**src/rtl/fifo_ptr_pkg.sv**
```systemverilog
// fifo_ptr_pkg: shared constants and gray-code helpers for the async FIFO
// pointer controller (fifo_ptr_ctrl) and its synchroniser.
//   MODE_WR / MODE_RD : side selection for fifo_ptr_ctrl.MODE
//   bin2gray          : binary -> reflected gray code
//   gray2bin          : gray -> binary, XOR prefix from the MSB of a w-bit word
package fifo_ptr_pkg;

    localparam int MODE_WR = 0;
    localparam int MODE_RD = 1;

    function automatic logic [31:0] bin2gray(input logic [31:0] b);
        return b ^ (b >> 1);
    endfunction

    // Bits at or above w are treated as absent, so the prefix starts at bit w-1.
    function automatic logic [31:0] gray2bin(input logic [31:0] g, input int w);
        logic [31:0] b;
        logic        acc;
        b   = '0;
        acc = 1'b0;
        for (int i = 31; i >= 0; i--) begin
            if (i < w) begin
                acc  = acc ^ g[i];
                b[i] = acc;
            end
        end
        return b;
    endfunction

endpackage

```
**src/rtl/fifo_ptr_ctrl_if.sv**
```systemverilog
// fifo_ptr_ctrl_if: pointer/flag bundle for one side of an async FIFO.
//   op          : push (write side) or pop (read side) request
//   remote_gray : gray pointer arriving from the other clock domain
//   binary/gray : local pointer, binary and gray, with wrap bit
//   addr        : memory address (binary without wrap bit)
//   status      : full (write side) or empty (read side)
//   almost      : almost-full / almost-empty
//   level       : fill level 0..2^ADDR
//   err         : sticky overflow/underflow flag (0 unless FIFO_PTR_ERR_EN)
// master: the user of the controller; slave: fifo_ptr_ctrl itself.
interface fifo_ptr_ctrl_if #(parameter int ADDR = 5);
    logic            op;
    logic [ADDR:0]   remote_gray;
    logic [ADDR:0]   binary;
    logic [ADDR:0]   gray;
    logic [ADDR-1:0] addr;
    logic            status;
    logic            almost;
    logic [ADDR:0]   level;
    logic            err;

    modport master (output op, remote_gray,
                    input  binary, gray, addr, status, almost, level, err);
    modport slave  (input  op, remote_gray,
                    output binary, gray, addr, status, almost, level, err);
endinterface

```
**src/rtl/gray_sync_chain.sv**
```systemverilog
// gray_sync_chain: STAGES-deep flop chain bringing a gray-coded pointer into
// the local clock domain. Gray coding guarantees at most one bit is in flight,
// so the whole word can be synchronised bit-parallel.
//   clk, reset_b : local clock, async active-low reset (flops clear to 0)
//   i_d          : asynchronous gray input
//   o_q          : synchronised output (last stage)
module gray_sync_chain #(
    parameter int WIDTH  = 6,
    parameter int STAGES = 2
) (
    input  logic             clk,
    input  logic             reset_b,
    input  logic [WIDTH-1:0] i_d,
    output logic [WIDTH-1:0] o_q
);

    logic [STAGES-1:0][WIDTH-1:0] r_sync;

    always_ff @(posedge clk or negedge reset_b) begin
        if (!reset_b) r_sync <= '0;
        else          r_sync <= {r_sync[STAGES-2:0], i_d};
    end

    assign o_q = r_sync[STAGES-1];

endmodule

```
**src/rtl/fifo_ptr_ctrl.sv**
```systemverilog
// fifo_ptr_ctrl: pointer and flag controller for one side of an async FIFO.
// MODE=MODE_WR drives the full flag, MODE=MODE_RD the empty flag. The remote
// gray pointer is synchronised locally and all flags/level are computed from
// the next-state local pointer, then registered (one-cycle latency).
//   clk, reset_b : local clock, async active-low reset
//   bus (slave)  : op / remote_gray in; binary, gray, addr, status, almost,
//                  level, err out
// Optional build macro: FIFO_PTR_ERR_EN enables the sticky err flag.
module fifo_ptr_ctrl
    import fifo_ptr_pkg::*;
#(
    parameter int ADDR        = 5,
    parameter int MODE        = MODE_WR,
    parameter int SYNC_STAGES = 2,
    parameter int ALMOST_TH   = 4
) (
    input  logic           clk,
    input  logic           reset_b,
    fifo_ptr_ctrl_if.slave bus
);

    localparam int PW = ADDR + 1;
    typedef logic [PW-1:0] ptr_t;

    localparam ptr_t DEPTH    = ptr_t'(1) << ADDR;
    localparam ptr_t TH       = ptr_t'(ALMOST_TH);
    // The read side comes out of reset empty (and therefore almost-empty).
    localparam logic RST_FLAG = (MODE == MODE_RD);

    ptr_t r_binary, r_gray, r_level;
    logic r_status, r_almost;

    ptr_t w_rsync, w_rbin;
    ptr_t w_bin_next, w_gray_next, w_level_next;
    logic w_inc, w_stat_next, w_almost_next;

    gray_sync_chain #(
        .WIDTH  (PW),
        .STAGES (SYNC_STAGES)
    ) u_sync (
        .clk     (clk),
        .reset_b (reset_b),
        .i_d     (bus.remote_gray),
        .o_q     (w_rsync)
    );

    assign w_rbin      = ptr_t'(gray2bin(32'(w_rsync), PW));
    assign w_inc       = bus.op & ~r_status;
    assign w_bin_next  = r_binary + ptr_t'(w_inc);
    assign w_gray_next = ptr_t'(bin2gray(32'(w_bin_next)));

    generate
        if (MODE == MODE_WR) begin : g_wr
            // Full when the write pointer is exactly one lap ahead: in gray
            // that is the remote pointer with its top two bits inverted.
            assign w_stat_next   = (w_gray_next == {~w_rsync[ADDR:ADDR-1], w_rsync[ADDR-2:0]});
            assign w_level_next  = w_bin_next - w_rbin;
            assign w_almost_next = (w_level_next >= DEPTH - TH);
        end else begin : g_rd
            assign w_stat_next   = (w_gray_next == w_rsync);
            assign w_level_next  = w_rbin - w_bin_next;
            assign w_almost_next = (w_level_next <= TH);
        end
    endgenerate

    always_ff @(posedge clk or negedge reset_b) begin
        if (!reset_b) begin
            r_binary <= '0;
            r_gray   <= '0;
            r_level  <= '0;
            r_status <= RST_FLAG;
            r_almost <= RST_FLAG;
        end else begin
            r_binary <= w_bin_next;
            r_gray   <= w_gray_next;
            r_level  <= w_level_next;
            r_status <= w_stat_next;
            r_almost <= w_almost_next;
        end
    end

`ifdef FIFO_PTR_ERR_EN
    logic r_err;

    // Set by any request that arrives while the side is full/empty.
    always_ff @(posedge clk or negedge reset_b) begin
        if (!reset_b)                r_err <= 1'b0;
        else if (bus.op & r_status)  r_err <= 1'b1;
    end

    assign bus.err = r_err;
`else
    assign bus.err = 1'b0;
`endif

    assign bus.binary = r_binary;
    assign bus.gray   = r_gray;
    assign bus.addr   = r_binary[ADDR-1:0];
    assign bus.status = r_status;
    assign bus.almost = r_almost;
    assign bus.level  = r_level;

endmodule

```
**src/flat_wrapper.sv**
```systemverilog
// flat-port wrapper written by rule: the top's interface ports become plain ports
module fifo_ptr_ctrl_flat import fifo_ptr_pkg::*;
#(
    parameter int ADDR        = 5,
    parameter int MODE        = MODE_WR,
    parameter int SYNC_STAGES = 2,
    parameter int ALMOST_TH   = 4
)
  (clk, reset_b, bus_op, bus_remote_gray, bus_binary, bus_gray, bus_addr, bus_status, bus_almost, bus_level, bus_err);
  fifo_ptr_ctrl_if #(.ADDR(ADDR)) bus_i ();
  input  logic clk;
  input  logic reset_b;
  input wire logic [$bits(bus_i.op)-1:0] bus_op;
  input wire logic [$bits(bus_i.remote_gray)-1:0] bus_remote_gray;
  output wire logic [$bits(bus_i.binary)-1:0] bus_binary;
  output wire logic [$bits(bus_i.gray)-1:0] bus_gray;
  output wire logic [$bits(bus_i.addr)-1:0] bus_addr;
  output wire logic [$bits(bus_i.status)-1:0] bus_status;
  output wire logic [$bits(bus_i.almost)-1:0] bus_almost;
  output wire logic [$bits(bus_i.level)-1:0] bus_level;
  output wire logic [$bits(bus_i.err)-1:0] bus_err;
  assign bus_i.op = bus_op;
  assign bus_i.remote_gray = bus_remote_gray;
  assign bus_binary = bus_i.binary;
  assign bus_gray = bus_i.gray;
  assign bus_addr = bus_i.addr;
  assign bus_status = bus_i.status;
  assign bus_almost = bus_i.almost;
  assign bus_level = bus_i.level;
  assign bus_err = bus_i.err;
  fifo_ptr_ctrl #(.ADDR(ADDR), .MODE(MODE), .SYNC_STAGES(SYNC_STAGES), .ALMOST_TH(ALMOST_TH)) u_core (.clk(clk), .reset_b(reset_b), .bus(bus_i));
endmodule
```
**config.mk**
```make
export PLATFORM = sky130hd
export DESIGN_NAME = fifo_ptr_ctrl_flat
export DESIGN_NICKNAME = d
export VERILOG_FILES = /design/src/rtl/fifo_ptr_pkg.sv /design/src/rtl/fifo_ptr_ctrl_if.sv /design/src/rtl/gray_sync_chain.sv /design/src/rtl/fifo_ptr_ctrl.sv /design/src/flat_wrapper.sv
export SDC_FILE = /design/constraint.sdc
export NUM_CORES = 1
export LEC_CHECK = 0
export BUFFER_PORTS_ARGS = -buffer_cell sky130_fd_sc_hd__buf_2
export CORE_UTILIZATION = 45
export DETAILED_ROUTE_END_ITERATION = 8
export PLACE_DENSITY = 0.71
export SLEW_MARGIN = 5
export SYNTH_ARGS = -nofsm -noshare
export SYNTH_HDL_FRONTEND = slang
export SYNTH_SLANG_ARGS = --single-unit
```
**constraint.sdc**
```tcl
create_clock -name clk -period 2.5 [get_ports clk]
set_input_delay 0.125 -clock clk [delete_from_list [all_inputs] [get_ports clk]]
set_output_delay 0.125 -clock clk [all_outputs]
set_load 0.02 [all_outputs]
```
======== Word-level counts from Yosys, hierarchy flattened ========
Index checks and enable logic that the tools add are counted.
word-level totals
  word-level logic and storage cells ...... 20
  output and inout port bits .............. 26
  bits in registers ....................... 32
  input port bits ......................... 9
cells by class
  equality and inequality tests ........... 1
  add/sub/neg operators ................... 2
  bitwise gates (word level) .............. 9
  magnitude comparators ................... 1
operator list
  operator                                                            number
  adder 6 x 1 -> 6 bit                                                1
  equality test 6 bit                                                 1
  greater-or-equal comparator 6 x 5 -> 1 bit (second input constant)  1
  subtractor 6 bit                                                    1
  XOR 6 x 5 -> 6 bit                                                  1
  XOR 1 bit                                                           5
  inverter 2 bit                                                      1
  AND 1 bit                                                           1
  inverter 1 bit                                                      1

======== Longest topological paths before layout ========
Gate-level depths: netlist (run 1).
  depth after elaboration ................. 7
  mapped depth ............................ 12
  gate-level depth less buffers ........... 12

======== By module ========
Synthesis (run 1) repeated with hierarchy kept, for this count alone.
unflattened totals
  cell total of the unflattened synthesis .. 133
  area, all modules ....................... 1592.8 sq um
modules (own cells, without submodules)
  module           cells each  area each (sq um)  seq. area each (sq um)  times used
  fifo_ptr_ctrl    115         1247.4             475.5                   1
  gray_sync_chain  18          345.3              300.3                   1

======== Worst setup path after synthesis (run 1) ========
OpenSTA, ideal clock, no wires.
  kind .................................... register to register
  start ................................... reg u_core.u_sync.r_sync (netlist bit u_core.u_sync.o_q[5])
  end ..................................... reg u_core.r_almost, in the netlist u_core.bus.almost
  path buffers ............................ 0
  cell stages (with the launch flop) ...... 13
  slack ................................... -201 ps
  library setup time ...................... 134 ps
  clock period less this slack ............ 2701 ps
  arrival ................................. 2567 ps
  required time ........................... 2366 ps
  cells stage by stage .................... dfrtp_1 > xnor2_2 > xor2_2 > xor2_2 > xor2_2 > xnor2_1 > ha_1 > fa_1 > nor2b_1 > o21ai_0 > and3b_1 > a32oi_1 > o211ai_1
on the way
  longest elaborated chain between the ends .. 7
ends and longest elaborated chain
  what                                            RTL line               source
  from (decl)                                     gray_sync_chain.sv:17  logic [STAGES-1:0][WIDTH-1:0] r_sync;
  from (signal assigned)                          gray_sync_chain.sv:21  else r_sync <= {r_sync[STAGES-2:0], i_d};
  XOR 1 bit (5 in a row)                          fifo_ptr_pkg.sv:23     acc = acc ^ g[i];
  subtractor 6 bit (*)                            fifo_ptr_ctrl.sv:57    assign w_level_next = w_bin_next - w_rbin;
  greater-or-equal comparator 6 x 5 -> 1 bit (*)  fifo_ptr_ctrl.sv:58    assign w_almost_next = (w_level_next >= DEPTH - TH);
  via u_core.w_almost_next                        fifo_ptr_ctrl.sv:35    logic w_inc, w_stat_next, w_almost_next;
  to (signal assigned)                            fifo_ptr_ctrl.sv:78    r_almost <= w_almost_next;
  to (decl)                                       fifo_ptr_ctrl.sv:31    logic r_status, r_almost;
Mark *: on every way through the listed nets, which the timed path passes. The rest lies on a longest branch.

======== Worst setup path after layout (run 1) ========
Ends and elaborated chain as after synthesis.

==> out/results.tsv, run 1 <==
metric	value	unit
syn_to_final_growth	29.4	%
slew_headroom	0.553	
antenna_found_initial	0	
yosysSeqAreaShare	0.501	
seqPwrFrac	0.260	
initial_core_util	0.491	
clock_latency	0.33	ns
cts_root_buf	clkbuf_4	
dp_hpwl	1.87	mm
grt_pass1_wl	4.41	mm
ys.flop_type	dfrtp_1	
setup_viol	3	
rows	20	
track_usage	0.172	
fin_crit_sh	1.11	
dp_cells	203	
syn_area	1550	µm²
n_antenna_cell	0	
stdcell_area	2000	µm²
postSynthAreaPerCell	12.1	µm²
fin_ws	-0.282	ns
switching_share	0.439	
netlist_instances	128	
arrival	2.99	ns
synth_fp_nets	145	
cpPeakStageDelay	0.42	ns
yosysTopAreaCellShare	0.501	
dieArea	3680	µm²
clk_pin_slew_worst_paths	0.10	ns
die_y	60.6	µm
net-switching-power	0.00137	W
numPortBuffers	33	
finalHoldViolations	0	
synth_cell_types	32	
maxCapViolCount	0	
h-tree-depth	2	
power	0.00311	W
yosysWarnings	0	
p_leak	0.958	nW
drv_slew	0	
drc	0	
gp_congestion	0.733	
globalRoute.totalOverflow	0	
path_max_fanout	6	
grt_pass1_vias	1005	
outcome	complete, but fails checks	
clock-sinks	31	
vias	1044	
required	2.71	ns
violations	setup timing	
drive_gt1_frac	0.394	
clkPwrFrac	0.106	
grt_max_degree	32	
via_per_inst	4.66	
nets	196	
ys_async_sr_fraction	1.00	
fin_skew	0.00944	ns
end_kind	flop	
fin_cells	224	
cp_cell_sequence	xnor2_2, xor2_2, xor2_2, xor2_2, xnor2_1, ha_2, fa_2, nor2b_1, o21ai_1, and3b_1, a32oi_1, o211ai_1	
ios	35	
cp-start-kind	flop	
clock_path_buffers	2	
fp.coreArea	3150	µm²
wl_per_cell	12.4	µm
antenna_left	0	
rsz0062_at_grt	true	
die_width	60.6	µm
synth_area_leaders	dfrtp_1 50%, xnor2_1 6.2%, ha_1 5.7%	
cp_slowest_cell	dfrtp_1	
final_common_cell	buf_2	
crit_type	flop to flop	
drt_iter0_drc	25	
synth_top_cell_by_area	dfrtp_1	
cts_made_buffers	5	
max-vdd-ir-drop	0.825	mV
period_minus_slack	2.78	ns
p_per_area	1550	nW/µm²
combPwrFrac	0.634	
placed_area	1760	µm²
tightest_slew	0.671	ns
dr.pass1.iters	4	
fmax	359	MHz
ys_seq_elements	31	
synth_edf_count	0	
wl	2.78	mm
intPower	0.00174	W
cts_tree	yes	
hp-class	input port to flop	
mostFrequentLayoutCells	33 x buf_2, 31 x dfrtp_1, 14 x buf_4	
path_common_cell	xor2_2	
-- sequential cells by signal, summed over array words and instances (netlist names) --
signal,cells
u_core.bus.level,6
u_core.u_sync.r_sync,6
u_core.u_sync.o_q,6
u_core.bus.status,1
u_core.bus.almost,1
u_core.bus.binary,6
u_core.bus.gray,5
-- critical path: cells and delay by family (launching register included) --
kind	cells	cell delay, ns
XOR/XNOR	5	0.98
adder cells (fa/ha/maj)	2	0.60
flip-flops	1	0.42
AO/OA/AOI/OAI	3	0.33
AND/OR/NAND/NOR	2	0.32
-- Yosys cell counts, types with 2 or more instances --
cell type	instances
a21oi_1	7
a2bb2oi_1	2
buf_4	7
clkbuf_2	2
dfrtp_1	31
ha_1	7
inv_1	6
mux2_2	2
nand2_1	7
nand3_1	4
nor2_1	6
nor2b_1	4
o211ai_1	2
o21a_1	2
xnor2_1	11
xor2_1	9
xor2_2	4
-- power by group through the flow --
stage          Combinational (W)  Clock, W  Sequential (W)
2_1_floorplan            0.00118         0        0.000981
4_1_cts                  0.00182  0.000342        0.000813
5_1_grt                  0.00217  0.000369        0.000836
6_report                 0.00197  0.000330        0.000810
3_3_place_gp             0.00170         0        0.000812
3_5_place_dp             0.00174         0        0.000822
-- path summary, 6_finish.rpt --
check | depth (start not counted) | to | slack [ns] | start
setup / recovery | 12 | u_core.bus.almost | -0.28 | u_core.u_sync.o_q[5]
hold / removal | 3 | u_core.bus.binary[0] | 0.26 | bus_op
setup reg to reg | 12 | u_core.bus.almost | -0.28 | u_core.u_sync.o_q[5]
hold reg to reg | 0 | u_core.u_sync.o_q[5] | 0.34 | u_core.u_sync.r_sync[5]
max in group asynchronous | 2 | u_core.u_sync.r_sync[5] | 1.69 | reset_b
min in group asynchronous | 2 | u_core.bus.binary[3] | 0.37 | reset_b
-- kinds of logic (layout without fill, tap and decap cells) --
group	Yosys count	count (layout)	share of synthesized area
simple gates	25	25	0.0800
other cells	1	1	0.00242
flops	31	31	0.501
fa+ha+maj	8	8	0.0695
mux	2	2	0.0146
xor+xnor	27	27	0.198
buf+inv	16	68	0.0574
compound gates	18	18	0.0768
-- per-layer routing --
metal,share of wire,global-route usage,vias to the layer above
met3,0.046,0.0576,6
li1,-,-,515
met1,0.42,0.199,494
met5,0,0,-
met2,0.52,0.284,29
met4,0.021,0.0877,0
-- stage by stage --
step            util  setup WS, ns  TNS, ns  hold WS (ns)
3_3_place_gp   0.560        -0.224   -0.258         0.191
5_1_grt        0.635        -0.429   -0.982         0.266
2_1_floorplan      -        -0.129   -0.129        -0.171
3_5_place_dp   0.560        -0.361   -0.511         0.207
4_1_cts        0.615        -0.286   -0.455         0.255
6_report       0.635        -0.282   -0.462         0.260
-- final cells by class --
cell class / count / area [µm²]
clock buffer: 8 / 68.8
inverter: 6 / 22.5
tap: 44 / 55.1
sequential: 31 / 776
multi-input combinational: 81 / 741
timing repair buffer: 54 / 340
fill: 259 / 1150
-- timing repair --
item / CTS / global route
resized for setup: 4 / 8
endpoints found under the setup margin: 3 / 3
setup buffers: 3 / 3
endpoints found under the hold margin: 37 / 0
cloned: 0 / 0
hold buffers: 7 / 0
pin swaps: 6 / 15
(Power assumes the default switching activity.)
==> run 2, diff against run 1 <==
SKIP_LAST_GASP = 1   (was unset)
==> run 2 against run 1 <==
The flow still finishes with violations (setup timing); largest cell class unchanged; via count about the same; clock power about the same; largest power group unchanged; critical path type unchanged; utilization decreased by 0.079 points; final area is 0.12% lower.
==> out/results.tsv, run 2 (synthesized netlist as in run 1, its figures left out) <==
metric	value	unit	change
clock_path_buffers	2		unchanged
syn_to_final_growth	29.3	%	
placed_area	1760	µm²	unchanged
antenna_found_initial	0		unchanged
mostFrequentLayoutCells	33 x buf_2, 31 x dfrtp_1, 14 x buf_4		
rows	20		unchanged
ios	35		unchanged
regArea	776	µm²	unchanged
gp_congestion	0.733		unchanged
multi_input_area	738	µm²	-0.34%
numPortBuffers	33		unchanged
setup_viol	3		unchanged
arrival	2.99	ns	about the same
fmax	359	MHz	about the same
maxCapViolCount	0		unchanged
dp_hpwl	1.87	mm	unchanged
tightest_slew	0.671	ns	+0.000244 ns
die_width	60.6	µm	unchanged
rsz0062_at_grt	true		
globalRoute.totalOverflow	0		unchanged
clock_latency	0.33	ns	about the same
path_max_fanout	6		unchanged
dp_cells	203		unchanged
dr.pass1.iters	4		unchanged
drive_gt1_frac	0.389		-0.00556
fin_ws	-0.282	ns	-0.000334 ns
grt_max_degree	32		unchanged
cts_root_buf	clkbuf_4		
nets	196		unchanged
period_minus_slack	2.78	ns	+0.000334 ns
drt_iter0_drc	24		-4.0%
slew_headroom	0.553		about the same
required	2.71	ns	about the same
drc	0		unchanged
outcome	complete, but fails checks		
vias	1043		-0.096%
grt_pass1_wl	4.41	mm	unchanged
final_common_cell	buf_2		
fp.coreArea	3150	µm²	unchanged
max-vdd-ir-drop	0.856	mV	+3.7%
cts_made_buffers	5		unchanged
p_leak	0.958	nW	about the same
initial_core_util	0.491		unchanged
crit_type	flop to flop		
n_antenna_cell	0		unchanged
cp-start-kind	flop		
drv_slew	0		unchanged
cts_tree	yes		
end_kind	flop		
violations	setup timing		
fin_crit_sh	1.11		about the same
place_ws	-0.361	ns	unchanged
wl_per_cell	12.5	µm	+0.43%
die_y	60.6	µm	unchanged
clock-sinks	31		unchanged
wl	2.79	mm	+0.43%
via_per_inst	4.66		about the same
fillers	261		+0.77%
fin_cells	224		unchanged
antenna_left	0		unchanged
grt_pass1_vias	1005		unchanged
dieArea	3680	µm²	unchanged
track_usage	0.172		unchanged
fin_skew	0.00944	ns	unchanged
finalHoldViolations	0		unchanged
clk_pin_slew_worst_paths	0.10	ns	about the same
stdcell_area	2000	µm²	-0.12%
h-tree-depth	2		unchanged
hp-class	input port to flop		
p_per_area	1550	nW/µm²	about the same
-- run 2: changes by cell type in the layout (fill, tap and decap cells not counted) --
cell	before	now
nor2_1	5	6
nor2_2	1	0
-- run 2: critical path, cell delays in order, from the launching register on --
cell      delay, ns
dfrtp_1        0.42
xnor2_2        0.23
xor2_2         0.23
xor2_2         0.22
xor2_2         0.20
xnor2_1        0.10
ha_2           0.19
fa_2           0.41
nor2b_1        0.14
o21ai_1        0.08
and3b_1        0.18
a32oi_1        0.14
o211ai_1       0.11
-- run 2: per-layer routing --
| layer | global-route usage | vias to the layer above | routed length [µm] |
|---|---|---|---|
| li1 | - | 515 | - |
| met1 | 0.199 | 493 | 1170 |
| met2 | 0.284 | 29 | 1440 |
| met3 | 0.0576 | 6 | 129 |
| met4 | 0.0877 | 0 | 57 |
| met5 | 0 | - | 0 |
-- run 2: timing repair --
| action | 4_1_cts | 5_1_grt |
|---|---|---|
| endpoints found under the hold margin | 37 | 0 |
| setup endpoints to repair | 3 | 3 |
| pin swaps | 6 | 15 |
| buffers inserted | 3 | 3 |
| gates resized for setup | 4 | 7 |
| hold buffers | 7 | 0 |
-- run 2: path summary, 6_finish.rpt --
check	startpoint	to	slack (ns)	depth (start not counted)
min in group asynchronous	reset_b	u_core.bus.binary[3]	0.37	2
min	bus_op	u_core.bus.binary[0]	0.26	3
max	u_core.u_sync.o_q[5]	u_core.bus.almost	-0.28	12
max in group asynchronous	reset_b	u_core.u_sync.r_sync[5]	1.69	2
max reg2reg	u_core.u_sync.o_q[5]	u_core.bus.almost	-0.28	12
min reg2reg	u_core.u_sync.r_sync[5]	u_core.u_sync.o_q[5]	0.34	0
-- run 2: through the flow --
step,hold slack (ns),TNS (ns),power (W),util
final,0.259,-0.463,0.00310,0.635
after global routing,0.266,-1.02,0.00336,0.635
after CTS,0.255,-0.455,0.00297,0.615
after detailed placement,0.207,-0.511,0.00256,0.560
after global placement,0.191,-0.258,0.00251,0.560
after floorplan,-0.171,-0.129,0.00216,-
-- run 2: layout make-up --
type	count	share of cell area
flip-flops and latches	31	0.388
multi-input cells	81	0.369
clock buffers	8	0.0344
well taps	44	0.0275
repair buffers	54	0.170
inverters	6	0.0113
-- run 2: power breakdown --
group | leakage (nW) | internal, W | switching [W] | total, W
sequential | 0.365 | 0.000682 | 0.000128 | 0.000810
clock | 0.0386 | 0.000165 | 0.000165 | 0.000330
combinational | 0.554 | 0.000894 | 0.00107 | 0.00196
total | 0.958 | 0.00174 | 0.00136 | 0.00310
